### config.mk
export PLATFORM = sky130hd
export DESIGN_NAME = set_less_arbiter_flat
export DESIGN_NICKNAME = d
export VERILOG_FILES = /design/src/rtl/set_less_arbiter_pkg.sv /design/src/rtl/set_less_arbiter_if.sv /design/src/rtl/set_less.sv /design/src/rtl/set_less_arbiter_rr_arbiter.sv /design/src/rtl/set_less_arbiter.sv /design/src/flat_wrapper.sv
export SDC_FILE = /design/constraint.sdc
export NUM_CORES = 1
export LEC_CHECK = 0
export CORE_ASPECT_RATIO = 1.2
export CORE_UTILIZATION = 38
export CTS_CLUSTER_SIZE = 30
export DETAILED_ROUTE_END_ITERATION = 12
export GPL_ROUTABILITY_DRIVEN = 0
export HOLD_SLACK_MARGIN = 0.12
export PLACE_DENSITY_LB_ADDON = 0.05
export SLEW_MARGIN = 20
export SYNTH_ARGS = -nofsm -noshare
export SYNTH_HDL_FRONTEND = slang
export SYNTH_SLANG_ARGS = --single-unit
### constraint.sdc
create_clock -name i_Clock -period 1.85 [get_ports i_Clock]
set_input_delay 0.37 -clock i_Clock [delete_from_list [all_inputs] [get_ports i_Clock]]
set_output_delay 0.37 -clock i_Clock [all_outputs]
set_load 0.03 [all_outputs]
### src/rtl/set_less_arbiter_pkg.sv
// Shared types and constants for the set_less comparator arbiter.
// The stage struct carries one granted compare into the shared comparator.
package set_less_pkg;

    localparam int MAX_REQ = 8;
    localparam int DATA_W  = 32;
    localparam int ID_W    = $clog2(MAX_REQ);

    localparam logic [DATA_W-1:0] LESS_TRUE  = 32'h0000_0001;
    localparam logic [DATA_W-1:0] LESS_FALSE = 32'h0000_0000;

    typedef enum logic {
        CMP_SIGNED   = 1'b0,
        CMP_UNSIGNED = 1'b1
    } cmp_kind_t;

    typedef struct packed {
        logic              valid;
        logic [DATA_W-1:0] a;
        logic [DATA_W-1:0] b;
        cmp_kind_t         kind;
        logic [ID_W-1:0]   id;
    } stage_t;

endpackage

### src/rtl/set_less_arbiter_if.sv
// Request/response bundle between the requesters (master) and the arbiter (slave).
// Operand and result vectors pack requester i into bits [WIDTH*i +: WIDTH].
interface set_less_arbiter_if
    import set_less_pkg::*;
#(
    parameter int NUM_REQ = 2,
    parameter int WIDTH   = DATA_W
);

    logic [NUM_REQ-1:0]       i_ReqValid;
    logic [NUM_REQ*WIDTH-1:0] i_ReqA;
    logic [NUM_REQ*WIDTH-1:0] i_ReqB;
    logic [NUM_REQ-1:0]       i_ReqUnsigned;
    logic [NUM_REQ-1:0]       o_ReqReady;
    logic [NUM_REQ-1:0]       o_RspValid;
    logic [NUM_REQ*WIDTH-1:0] o_RspResult;
    logic [NUM_REQ-1:0]       i_RspReady;
    logic                     o_Busy;

    modport master (
        output i_ReqValid, i_ReqA, i_ReqB, i_ReqUnsigned, i_RspReady,
        input  o_ReqReady, o_RspValid, o_RspResult, o_Busy
    );

    modport slave (
        input  i_ReqValid, i_ReqA, i_ReqB, i_ReqUnsigned, i_RspReady,
        output o_ReqReady, o_RspValid, o_RspResult, o_Busy
    );

endinterface

### src/rtl/set_less.sv
// Combinational signed and unsigned less-than comparator.
module set_less #(
    parameter int WIDTH = 32
) (
    input  logic [WIDTH-1:0] i_A,
    input  logic [WIDTH-1:0] i_B,
    output logic             o_IsLess,
    output logic             o_IsLessUnsigned
);

    assign o_IsLess         = $signed(i_A) < $signed(i_B);
    assign o_IsLessUnsigned = i_A < i_B;

endmodule

### src/rtl/set_less_arbiter_rr_arbiter.sv
// Round-robin arbiter: one-hot grant among eligible requesters.
// The pointer holds the first index to search and moves only when a grant is issued.
module rr_arbiter #(
    parameter int NUM_REQ = 2
) (
    input  logic               clk,
    input  logic               rst,
    input  logic [NUM_REQ-1:0] eligible,
    output logic [NUM_REQ-1:0] grant
);

    localparam int PTR_W = (NUM_REQ > 1) ? $clog2(NUM_REQ) : 1;
    localparam logic [PTR_W-1:0] LAST_IDX = PTR_W'(NUM_REQ - 1);

    logic [PTR_W-1:0] ptr_q;
    logic [PTR_W-1:0] grant_idx;
    logic [PTR_W-1:0] idx;
    logic             found;

    always_comb begin
        grant     = '0;
        grant_idx = '0;
        idx       = '0;
        found     = 1'b0;
        for (int k = 0; k < NUM_REQ; k++) begin
            if (int'(ptr_q) + k >= NUM_REQ) begin
                idx = PTR_W'(int'(ptr_q) + k - NUM_REQ);
            end else begin
                idx = PTR_W'(int'(ptr_q) + k);
            end
            if (!found && eligible[idx]) begin
                grant[idx] = 1'b1;
                grant_idx  = idx;
                found      = 1'b1;
            end
        end
    end

    always_ff @(posedge clk) begin
        if (rst) begin
            ptr_q <= '0;
        end else if (found) begin
            ptr_q <= (grant_idx == LAST_IDX) ? '0 : grant_idx + 1'b1;
        end
    end

endmodule

### src/rtl/set_less_arbiter.sv
// Shares one set_less comparator between NUM_REQ requesters: arbitrate, register
// the granted operands, compare, and park each result in its requester's slot.
module set_less_arbiter
    import set_less_pkg::*;
#(
    parameter int NUM_REQ = 2,
    parameter int WIDTH   = DATA_W
) (
    input  logic               i_Clock,
    input  logic               i_Reset,
    set_less_arbiter_if.slave  bus
);

    localparam int SEL_W = (NUM_REQ > 1) ? $clog2(NUM_REQ) : 1;

    logic [NUM_REQ-1:0] eligible;
    logic [NUM_REQ-1:0] grant;
    logic [SEL_W-1:0]   grant_sel;
    logic [WIDTH-1:0]   req_a [NUM_REQ];
    logic [WIDTH-1:0]   req_b [NUM_REQ];

    stage_t             stage_q;
    logic               is_less;
    logic               is_less_unsigned;
    logic               less;

    logic [NUM_REQ-1:0] rsp_valid_q;
    logic [WIDTH-1:0]   rsp_result_q [NUM_REQ];

    for (genvar g = 0; g < NUM_REQ; g++) begin : g_unpack
        assign req_a[g] = bus.i_ReqA[g*WIDTH +: WIDTH];
        assign req_b[g] = bus.i_ReqB[g*WIDTH +: WIDTH];
        assign bus.o_RspResult[g*WIDTH +: WIDTH] = rsp_result_q[g];
    end

    // One op in flight per requester: busy while in the stage, or while its slot
    // stays full and is not being drained this cycle.
    always_comb begin
        eligible = '0;
        for (int i = 0; i < NUM_REQ; i++) begin
            eligible[i] = bus.i_ReqValid[i] && !i_Reset
                       && !(stage_q.valid && stage_q.id == ID_W'(i))
                       && (!rsp_valid_q[i] || bus.i_RspReady[i]);
        end
    end

    rr_arbiter #(
        .NUM_REQ (NUM_REQ)
    ) u_rr_arbiter (
        .clk      (i_Clock),
        .rst      (i_Reset),
        .eligible (eligible),
        .grant    (grant)
    );

    always_comb begin
        grant_sel = '0;
        for (int i = 0; i < NUM_REQ; i++) begin
            if (grant[i]) begin
                grant_sel = SEL_W'(i);
            end
        end
    end

    always_ff @(posedge i_Clock) begin
        if (i_Reset) begin
            stage_q <= '0;
        end else begin
            stage_q.valid <= |grant;
            if (|grant) begin
                stage_q.a    <= req_a[grant_sel];
                stage_q.b    <= req_b[grant_sel];
                stage_q.kind <= bus.i_ReqUnsigned[grant_sel] ? CMP_UNSIGNED : CMP_SIGNED;
                stage_q.id   <= ID_W'(grant_sel);
            end
        end
    end

    set_less #(
        .WIDTH (WIDTH)
    ) u_set_less (
        .i_A              (stage_q.a),
        .i_B              (stage_q.b),
        .o_IsLess         (is_less),
        .o_IsLessUnsigned (is_less_unsigned)
    );

    assign less = (stage_q.kind == CMP_UNSIGNED) ? is_less_unsigned : is_less;

    // A refill from the stage takes priority over a drain in the same cycle.
    always_ff @(posedge i_Clock) begin
        if (i_Reset) begin
            rsp_valid_q <= '0;
            for (int i = 0; i < NUM_REQ; i++) begin
                rsp_result_q[i] <= '0;
            end
        end else begin
            for (int i = 0; i < NUM_REQ; i++) begin
                if (stage_q.valid && stage_q.id == ID_W'(i)) begin
                    rsp_valid_q[i]  <= 1'b1;
                    rsp_result_q[i] <= less ? LESS_TRUE : LESS_FALSE;
                end else if (rsp_valid_q[i] && bus.i_RspReady[i]) begin
                    rsp_valid_q[i]  <= 1'b0;
                end
            end
        end
    end

    assign bus.o_ReqReady = grant;
    assign bus.o_RspValid = rsp_valid_q;
    assign bus.o_Busy     = stage_q.valid || (|rsp_valid_q);

endmodule

### src/flat_wrapper.sv
// flat-port wrapper written by rule: the top's interface ports become plain ports
module set_less_arbiter_flat import set_less_pkg::*;
#(
    parameter int NUM_REQ = 2,
    parameter int WIDTH   = DATA_W
)
  (i_Clock, i_Reset, bus_i_ReqValid, bus_i_ReqA, bus_i_ReqB, bus_i_ReqUnsigned, bus_i_RspReady, bus_o_ReqReady, bus_o_RspValid, bus_o_RspResult, bus_o_Busy);
  set_less_arbiter_if #(.NUM_REQ(NUM_REQ), .WIDTH(WIDTH)) bus_i ();
  input  logic i_Clock;
  input  logic i_Reset;
  input wire logic [$bits(bus_i.i_ReqValid)-1:0] bus_i_ReqValid;
  input wire logic [$bits(bus_i.i_ReqA)-1:0] bus_i_ReqA;
  input wire logic [$bits(bus_i.i_ReqB)-1:0] bus_i_ReqB;
  input wire logic [$bits(bus_i.i_ReqUnsigned)-1:0] bus_i_ReqUnsigned;
  input wire logic [$bits(bus_i.i_RspReady)-1:0] bus_i_RspReady;
  output wire logic [$bits(bus_i.o_ReqReady)-1:0] bus_o_ReqReady;
  output wire logic [$bits(bus_i.o_RspValid)-1:0] bus_o_RspValid;
  output wire logic [$bits(bus_i.o_RspResult)-1:0] bus_o_RspResult;
  output wire logic [$bits(bus_i.o_Busy)-1:0] bus_o_Busy;
  assign bus_i.i_ReqValid = bus_i_ReqValid;
  assign bus_i.i_ReqA = bus_i_ReqA;
  assign bus_i.i_ReqB = bus_i_ReqB;
  assign bus_i.i_ReqUnsigned = bus_i_ReqUnsigned;
  assign bus_i.i_RspReady = bus_i_RspReady;
  assign bus_o_ReqReady = bus_i.o_ReqReady;
  assign bus_o_RspValid = bus_i.o_RspValid;
  assign bus_o_RspResult = bus_i.o_RspResult;
  assign bus_o_Busy = bus_i.o_Busy;
  set_less_arbiter #(.NUM_REQ(NUM_REQ), .WIDTH(WIDTH)) u_core (.i_Clock(i_Clock), .i_Reset(i_Reset), .bus(bus_i));
endmodule
After elaboration in Yosys (flattened, before gate mapping)
Memories as Yosys holds them, arrays and structs flattened. Cells that the tools add are included.

Bitwise operators: 4. Add/subtract/negate cells: 4. Multiplexer cells: 43. Reduce and logical (&&, ||, !) cells: 27. $lt $le $gt $ge: 10.

Operator list (count): 32-bit 2-to-1 mux (6); 32-bit less-than comparator (2); 1-bit 2-to-1 mux (33); 1-bit logical AND (13); 1-bit zero test (6); 1-bit by 2-bit less-than comparator with 1-bit output, second input constant (3); 2-bit >= comparator, second input constant (2); 2-bit 2-to-1 mux (2); 2-bit nonzero test (2); 2-bit OR reduction (2); 3-bit zero test (1); 1-bit logical OR (3); 1-bit by 1-bit adder with 2-bit output, second input constant (1); 1-bit demux with 1-bit select (2); 1-bit >= comparator, second input constant (2); 1-bit by 2-bit >= comparator with 1-bit output, second input constant (1); 1-bit NOT with 2-bit output (1); 1-bit bitwise OR (2); 2-bit bitwise OR (1); 1-bit subtractor, second input constant (2); 1-bit adder, second input constant (1).

Logic and storage cells: 97. Register bits after elaboration: 70. Output and inout bits: 69. Bits in writable memories: 2. Memories: 1. Input bits: 136.

Memories: u_core.rsp_result_q (depth 2, width 1, read ports 2, clocked after memory_dff 0, write ports 2, line set_less_arbiter.sv:28) `logic [WIDTH-1:0] rsp_result_q [NUM_REQ];`.

Depth between registers and ports, before layout
Gate-level depths: netlist (run 1).

Depth after elaboration: 16. Mapped depth: 7.

By module
A second synthesis (run 1) with hierarchy kept.

Cell total of the unflattened synthesis: 494. Area, all modules: 4606.9 um^2.

By module, submodules not included: set_less_arbiter (cells an instance 377, area an instance 3756.1 um^2, times used 1, sequential area each 1441.4 um^2); set_less (cells an instance 111, area an instance 800.8 um^2, times used 1, sequential area each 0.0 um^2); rr_arbiter (cells an instance 6, area an instance 50.0 um^2, times used 1, sequential area each 20.0 um^2).

Worst setup path after synthesis (run 1)
Ideal clock, no wire load.

Path type: register to output. Start point: register u_core.rsp_valid_q[0] (netlist: u_core.bus.o_RspValid[0]). End point: output bus_o_ReqReady[1]. Arrival time: 1.707 ns. Slack: -0.227 ns. Cell stages (with the launch flop): 7. Cells stage by stage: dfxtp_1 > nor2b_1 > or4b_4 > o21ai_4 > inv_2 > buf_6 > buf_4.

Word-level cells in the longest chain between the ends: 9.

Ends and longest elaborated chain: start, declared (line set_less_arbiter.sv:27) `logic [NUM_REQ-1:0] rsp_valid_q;`; start signal, assigned (line set_less_arbiter.sv:93) `rsp_valid_q <= '0;`; start signal, assigned by index (line set_less_arbiter.sv:100) `rsp_valid_q[i] <= 1'b1;`; start signal, assigned by index (line set_less_arbiter.sv:103) `rsp_valid_q[i] <= 1'b0;`; 1-bit zero test * (line set_less_arbiter.sv:43) `&& (!rsp_valid_q[i] || bus.i_RspReady[i]);`; 1-bit logical OR * (line set_less_arbiter.sv:43); 1-bit logical AND * (line set_less_arbiter.sv:43); 1-bit 2-to-1 mux (implied by the code) (2 in series) (line set_less_arbiter_rr_arbiter.sv:31) `if (!found && eligible[idx]) begin`; 1-bit 2-to-1 mux (line set_less_arbiter_rr_arbiter.sv:31); 1-bit zero test (line set_less_arbiter_rr_arbiter.sv:31); 1-bit logical AND (line set_less_arbiter_rr_arbiter.sv:31); 2-bit 2-to-1 mux * (line set_less_arbiter_rr_arbiter.sv:31); end, declared (line flat_wrapper.sv:16) `output wire logic [$bits(bus_i.o_ReqReady)-1:0] bus_o_ReqReady;`.

Mark *: on every way between the ends. The rest lies on a longest branch, timed or not. The select of a mux whose other input is x is not followed.

Worst setup path after layout (run 1)
Start point: register u_core.stage_q[68] (netlist bit). End point: output bus_o_ReqReady[0].

Word-level cells in the longest chain between the ends: 10.

Ends and longest elaborated chain: start, declared (line set_less_arbiter.sv:22) `stage_t stage_q;`; 1-bit logical AND (line set_less_arbiter.sv:42) `&& !(stage_q.valid && stage_q.id == ID_W'(i))`; 1-bit zero test (line set_less_arbiter.sv:42); 1-bit logical AND (line set_less_arbiter.sv:42); 1-bit logical AND (line set_less_arbiter.sv:43); 1-bit 2-to-1 mux (implied by the code) (2 in series) (line set_less_arbiter_rr_arbiter.sv:31); 1-bit 2-to-1 mux (line set_less_arbiter_rr_arbiter.sv:31); 1-bit zero test (line set_less_arbiter_rr_arbiter.sv:31); 1-bit logical AND (line set_less_arbiter_rr_arbiter.sv:31); 2-bit 2-to-1 mux * (line set_less_arbiter_rr_arbiter.sv:31).

Marks and branches as above.

==> impl_metrics.py, run 1 <==
metrics = {
    "cts": {
        "cts_tree": "built",
        "cts_buffers": 9,
        "cts_root_buf": "clkbuf_16",
        "cts_buffer_depth": 2,
        "clock-sinks": 72,
        "cts_max_level": 3,
        "cts_hold_buffers": 0,
        "clk_pin_slew_ps": 60,
        "clock_latency_ps": 340,
    },
    "pwr": {
        "power.density_nw_per_um2": 805,
        "p_total_mw": 5.90,
        "peakVddDrop_mv": 0.370,
        "p_leak_nw": 2.92,
    },
    "routing": {
        "drc": 0,
        "vias": 3996,
        "drt_iter0_markers": 101,
        "drt-pass1-iter-count": 4,
        "via_per_inst": 4.83,
        "routed_wl_mm": 13.8,
        "routedWlPerCell_microns": 16.6,
        "ant_nets": 0,
    },
    "final_layout": {
        "area_growth_pct": 60.4,
        "drive_gt1_share_pct": 31.1,
        "diodes": 0,
        "nNetsFinal": 833,
        "final_core_util_pct": 63.1,
    },
    "die": {
        "die_w_microns": 102,
        "die_height_microns": 122,
        "core_area_sq_um": 11600,
        "start_util_pct": 39.3,
        "num_io_pins": 205,
        "row_count": 43,
        "die-area_sq_um": 12500,
    },
    "sta": {
        "whs_ps": 479,
        "max_slew_margin_pct": 33.0,
        "setup_viol_count_final": 68,
        "worst_slack_ps": -387,
        "setup_tns_ps": -16270,
        "worstMarginPinSlew_ps": 1010,
        "final_max_slew_viol_count": 0,
        "finalCritPeriodShare_pct": 121,
        "fmax_mhz": 447,
        "fin_skew_ps": 8.64,
        "hold_violations": 0,
        "fin_crit_ps": 2240,
        "rsz0062_at_grt": "true",
    },
    "worst_hold_path": {
        "hold_class": "reg -> reg",
    },
    "global_route": {
        "track_usage_pct": 22.3,
        "antenna_found_initial": 0,
        "grt_pass1_vias": 4072,
        "grt.overflow.total": 0,
        "grt_max_degree": 73,
        "grt_pass1_wl_mm": 20.6,
    },
    "place": {
        "dp_hpwl_mm": 8.47,
        "dp_slack_ps": -811,
        "port-buffer-count": 142,
    },
    "yosys": {
        "synth_area_leaders": "dfxtp_1 (31%), o221a_1 (12%), buf_4 (11%)",
        "synth_edf_count": 2,
        "ys_ff_latch": 72,
        "synth_cell_types": 50,
        "synthesis.area_sq_um": 4570,
        "synth_area_per_cell_sq_um": 9.56,
        "synth_most_common_cell": "dfxtp_1",
        "yosys-top-cells-count": "dfxtp_1 (70), inv_1 (66), buf_4 (65)",
        "synth_area_leader_cell": "dfxtp_1",
        "synth_seq_area_share_pct": 32.0,
        "synth_cells": 478,
        "yosys_warnings": 0,
        "ys.flop_type": "dfxtp_1",
        "async_flop_share_pct": 0,
        "netlist.area_leader.share_pct": 30.7,
    },
    "status": {
        "violations": "negative setup slack",
        "status": "finished with violations",
    },
    "critical_path": {
        "endpoint_kind": "output port",
        "cp_max_fo": 2,
        "startpoint_type": "flop",
        "cpMaxStageDelayCell": "or4b_4",
        "required_ps": 1480,
        "arrival_ps": 1870,
        "cp_common_cell": "buf_6",
        "crit_chain": "nor2b_4 -> or4b_4 -> buf_6 -> a21o_4 -> clkinvlp_4 -> buf_6",
        "crit_type": "reg -> out",
        "slowest_delay_ps": 560,
    },
    "flow_run": {
        "maxCapViolations": 0,
    },
}
[kinds of logic (layout without fill, tap and decap cells)]
group | after synthesis | after routing | share of synthesized area [%]
buf+inv | 158 | 289 | 20.5
compound gates | 145 | 145 | 27.5
flops | 72 | 72 | 32.0
simple gates | 55 | 56 | 8.02
fa+ha+maj | 31 | 31 | 8.49
mux | 16 | 16 | 3.50
other cells | 1 | 62 | 0.0820
[final cells by class]
class / count / area (sq um)
Fill cell: 992 / 4290
Multi-Input combinational cell: 310 / 2780
Timing Repair Buffer: 206 / 2280
Sequential cell: 72 / 1480
Inverter: 67 / 258
Clock buffer: 12 / 256
Tap cell: 157 / 196
Clock inverter: 4 / 75.1
[flip-flops by register name, summed over array words and instances (netlist names), named ones only]
signal,flops
u_core.bus.o_RspValid,2
u_core.rsp_result_q,2
u_core.stage_q,67
[through the flow]
step	std cells	cell area (sq um)
4_1_cts	826	7180
3_3_place_gp	785	6090
6_report	828	7330
5_1_grt	828	7330
3_5_place_dp	785	6090
2_1_floorplan	539	4820
[worst paths after layout]
kind / start / endpoint / slack [ps] / cells after the start
setup / recovery: u_core.stage_q[68] / bus_o_ReqReady[0] / -390 / 6
hold / removal: u_core.stage_q[14] / u_core.stage_q[14] / 480 / 2
hold reg to reg: u_core.stage_q[14] / u_core.stage_q[14] / 480 / 2
setup reg to reg: u_core.stage_q[68] / u_core.stage_q[50] / -350 / 8
[placed cells by master (no fill, tap or decap), types with 3 or more instances in the layout]
cell,n
nand4_1,5
o21ai_0,3
mux2i_1,13
buf_16,12
conb_1,62
nor2_1,5
ha_1,12
nor2b_4,4
o21ai_2,3
inv_1,51
nand2b_1,4
ha_4,19
o221a_1,47
a21oi_1,13
clkdlybuf4s50_1,135
buf_12,8
a21oi_2,48
nand2_1,7
buf_4,35
buf_6,10
clkbuf_16,10
dfxtp_1,54
o21ai_1,16
nand3b_1,16
inv_2,14
dfxtp_2,15
[power by group]
| part | switching [mW] | internal [mW] |
|---|---|---|
| combinational | 0.984 | 1.10 |
| sequential | 0.126 | 1.75 |
| clock | 0.680 | 1.26 |
| total | 1.79 | 4.11 |
[critical path: cells and delay by family (launching register included)]
family	cells	cell delay (ps)
AO/OA/AOI/OAI	1	190
buffers and inverters	3	350
flip-flops	1	320
AND/OR/NAND/NOR	2	680
[layer usage]
layer	vias to the layer above	global-route usage, %	routed length (microns)	share of wire (%)
li1	1965	-	-	-
met1	1881	25.3	5630	41
met3	22	3.16	588	4.3
met4	0	9.91	355	2.6
met5	-	0	0	0
met2	128	40.7	7210	52
[what timing repair did]
action / CTS / global route
pin swaps: 53 / 11
setup buffers: 12 / 3
gates resized for setup: 87 / 34
cloned: 13 / 1
endpoints found under the setup margin: 71 / 71
Note: power is estimated with default switching activity, not from simulation.
==> inputs of run 2 (changes only) <==
--- a/config.mk
+++ b/config.mk
@@ -6,6 +6,7 @@
 export NUM_CORES = 1
 export LEC_CHECK = 0
 export CORE_ASPECT_RATIO = 1.2
+export CORE_MARGIN = 1.5
 export CORE_UTILIZATION = 38
 export CTS_CLUSTER_SIZE = 30
 export DETAILED_ROUTE_END_ITERATION = 12
==> run 2 against run 1 <==
  * The flow still finishes with violations (negative setup slack)
  * Sequential power about the same
  * Combinational power about the same
  * Maximum frequency up 0.23%
  * Total power down 3.2%
  * Sequential share of layout area up 0.067 points
  * Design area down 0.58%
  * Highest routed layer unchanged
  * Clock-buffer cell count up 1
==> impl_metrics.py, run 2 (same netlist as run 1, synthesis figures left out) <==
metrics = {
    "die": {
        "start_util_pct": 39.3,
        "die-area_sq_um": 12700,
        "die_w_microns": 103,
        "row_count": 43,
        "die_height_microns": 123,
        "core_area_sq_um": 11600,
        "num_io_pins": 205,
    },
    "sta": {
        "worst_slack_ps": -382,
        "rsz0062_at_grt": "true",
        "final_max_slew_viol_count": 0,
        "fin_skew_ps": 6.18,
        "finalCritPeriodShare_pct": 121,
        "fmax_mhz": 448,
        "fin_crit_ps": 2230,
        "setup_tns_ps": -17850,
        "worstMarginPinSlew_ps": 995,
        "setup_viol_count_final": 70,
        "max_slew_margin_pct": 33.7,
        "hold_violations": 0,
    },
    "cts": {
        "clock-sinks": 72,
        "clock_latency_ps": 340,
        "clk_pin_slew_ps": 50,
        "cts_buffer_depth": 2,
        "cts_tree": "built",
        "cts_hold_buffers": 0,
        "cts_max_level": 3,
        "cts_buffers": 9,
        "cts_root_buf": "clkbuf_16",
    },
    "global_route": {
        "grt_max_degree": 73,
        "grt_pass1_vias": 4064,
        "grt_pass1_wl_mm": 20.2,
        "antenna_found_initial": 0,
        "track_usage_pct": 21.2,
        "grt.overflow.total": 0,
    },
    "routing": {
        "routedWlPerCell_microns": 16.1,
        "ant_nets": 0,
        "routed_wl_mm": 13.5,
        "drt-pass1-iter-count": 4,
        "drt_iter0_markers": 125,
        "via_per_inst": 4.81,
        "drc": 0,
        "vias": 4018,
    },
    "final_layout": {
        "area_growth_pct": 59.4,
        "diodes": 0,
        "nNetsFinal": 840,
        "final_cell_count_no_fill": 835,
        "most-common-layout-cells": "clkdlybuf4s50_1 (135), conb_1 (62), dfxtp_1 (57)",
        "drive_gt1_share_pct": 30.5,
        "largest_register_ffs": 67,
        "layout_commonest_cell": "clkdlybuf4s50_1",
        "regMostFlops": "u_core.stage_q",
    },
    "worst_hold_path": {
        "min_path_cells": 2,
        "hold_path_end": "u_core.stage_q[4]",
        "hold_class": "reg -> reg",
        "hold_start": "u_core.stage_q[4]",
    },
    "pwr": {
        "peakVddDrop_mv": 0.376,
        "p_leak_nw": 2.93,
        "power.density_nw_per_um2": 784,
    },
    "critical_path": {
        "endpoint_kind": "output port",
        "cpMaxStageDelayCell": "or4b_4",
        "required_ps": 1480,
        "crit_chain": "nor2b_4 -> or4b_4 -> buf_6 -> a21o_4 -> clkinvlp_4 -> buf_6",
        "startpoint_type": "flop",
        "slowest_delay_ps": 560,
        "path_buf_inv": 3,
        "r2r_end": "u_core.stage_q[28]",
        "crit_type": "reg -> out",
        "cp_top_family": "simple AND/OR/NAND/NOR gates",
        "arrival_ps": 1860,
        "cp_max_fo": 2,
        "timing.rr.start": "u_core.stage_q[68]",
        "ff2ff_setup_slack_ps": -350,
        "rr_worst_depth": 9,
        "cp_common_cell": "buf_6",
    },
    "status": {
        "status": "finished with violations",
        "violations": "negative setup slack",
    },
    "place": {
        "dp_slack_ps": -786,
        "dp_hpwl_mm": 8.48,
        "port-buffer-count": 142,
        "place_inst": 785,
    },
    "flow_run": {
        "maxCapViolations": 0,
    },
}
[run 2: cell types whose count changed in the layout (fill, tap and decap cells not counted), moves of 4 or more]
cell / delta
inv_1: +4
o21ai_1: -7
buf_8: +4
buf_4: +4
inv_2: -4
o21ai_2: +6
ha_1: +5
ha_4: -5
[run 2: repair_timing]
action / in CTS / in global routing
cloned: 13 / 0
buffers inserted: 16 / 8
resized for setup: 88 / 37
pin swaps: 56 / 32
endpoints found under the setup margin: 73 / 70
[run 2: per-stage QoR]
stage	util [%]	hold slack [ps]	cell area, sq um	power [mW]
6_report	62.7	488	7290	5.71
4_1_cts	61.3	476	7130	5.65
5_1_grt	62.7	507	7290	5.98
2_1_floorplan	-	455	4820	2.95
3_5_place_dp	52.3	475	6080	3.48
3_3_place_gp	52.3	473	6080	3.45
[run 2: per-layer routing]
| layer | share of wire, % | global-route usage (%) |
|---|---|---|
| met1 | 41 | 24.6 |
| met5 | 0 | 0 |
| met4 | 1.3 | 6.84 |
| met2 | 53 | 39.4 |
| met3 | 5.4 | 2.88 |
[run 2: final cells by class]
cell class	instances	area, sq um
inverters	67	258
fillers	1030	4330
clock buffers	13	260
clock inverters	3	40.0
well taps	157	196
multi-input cells	310	2710
repair buffers	213	2340
flip-flops and latches	72	1480
[run 2: worst max path at each step]
stage / cells past startpoint / to / from / slack, ps
2_1_floorplan: 6 / bus_o_ReqReady[1] / u_core.bus.o_RspValid[0] / -130
3_3_place_gp: 6 / bus_o_ReqReady[1] / bus_i_RspReady[0] / -800
3_5_place_dp: 6 / bus_o_ReqReady[1] / bus_i_RspReady[0] / -790
4_1_cts: 6 / bus_o_ReqReady[0] / u_core.bus.o_RspValid[0] / -430
5_1_grt: 6 / bus_o_ReqReady[0] / u_core.stage_q[68] / -410
6_report: 6 / bus_o_ReqReady[0] / u_core.stage_q[68] / -380
[run 2: worst register-to-register path: stages (launching register included)]
cell and delay (ps):
dfxtp_2 320, nor2b_4 120, or4b_4 560, buf_6 150, a21o_4 180, buf_4 140
buf_12 140, buf_8 130, buf_16 140, o221a_1 200
[run 2: where the power goes]
group | internal (mW) | switching (mW) | leakage (nW)
combinational | 1.10 | 0.969 | 2.17
sequential | 1.75 | 0.118 | 0.606
clock | 1.11 | 0.660 | 0.150
total | 3.97 | 1.75 | 2.93
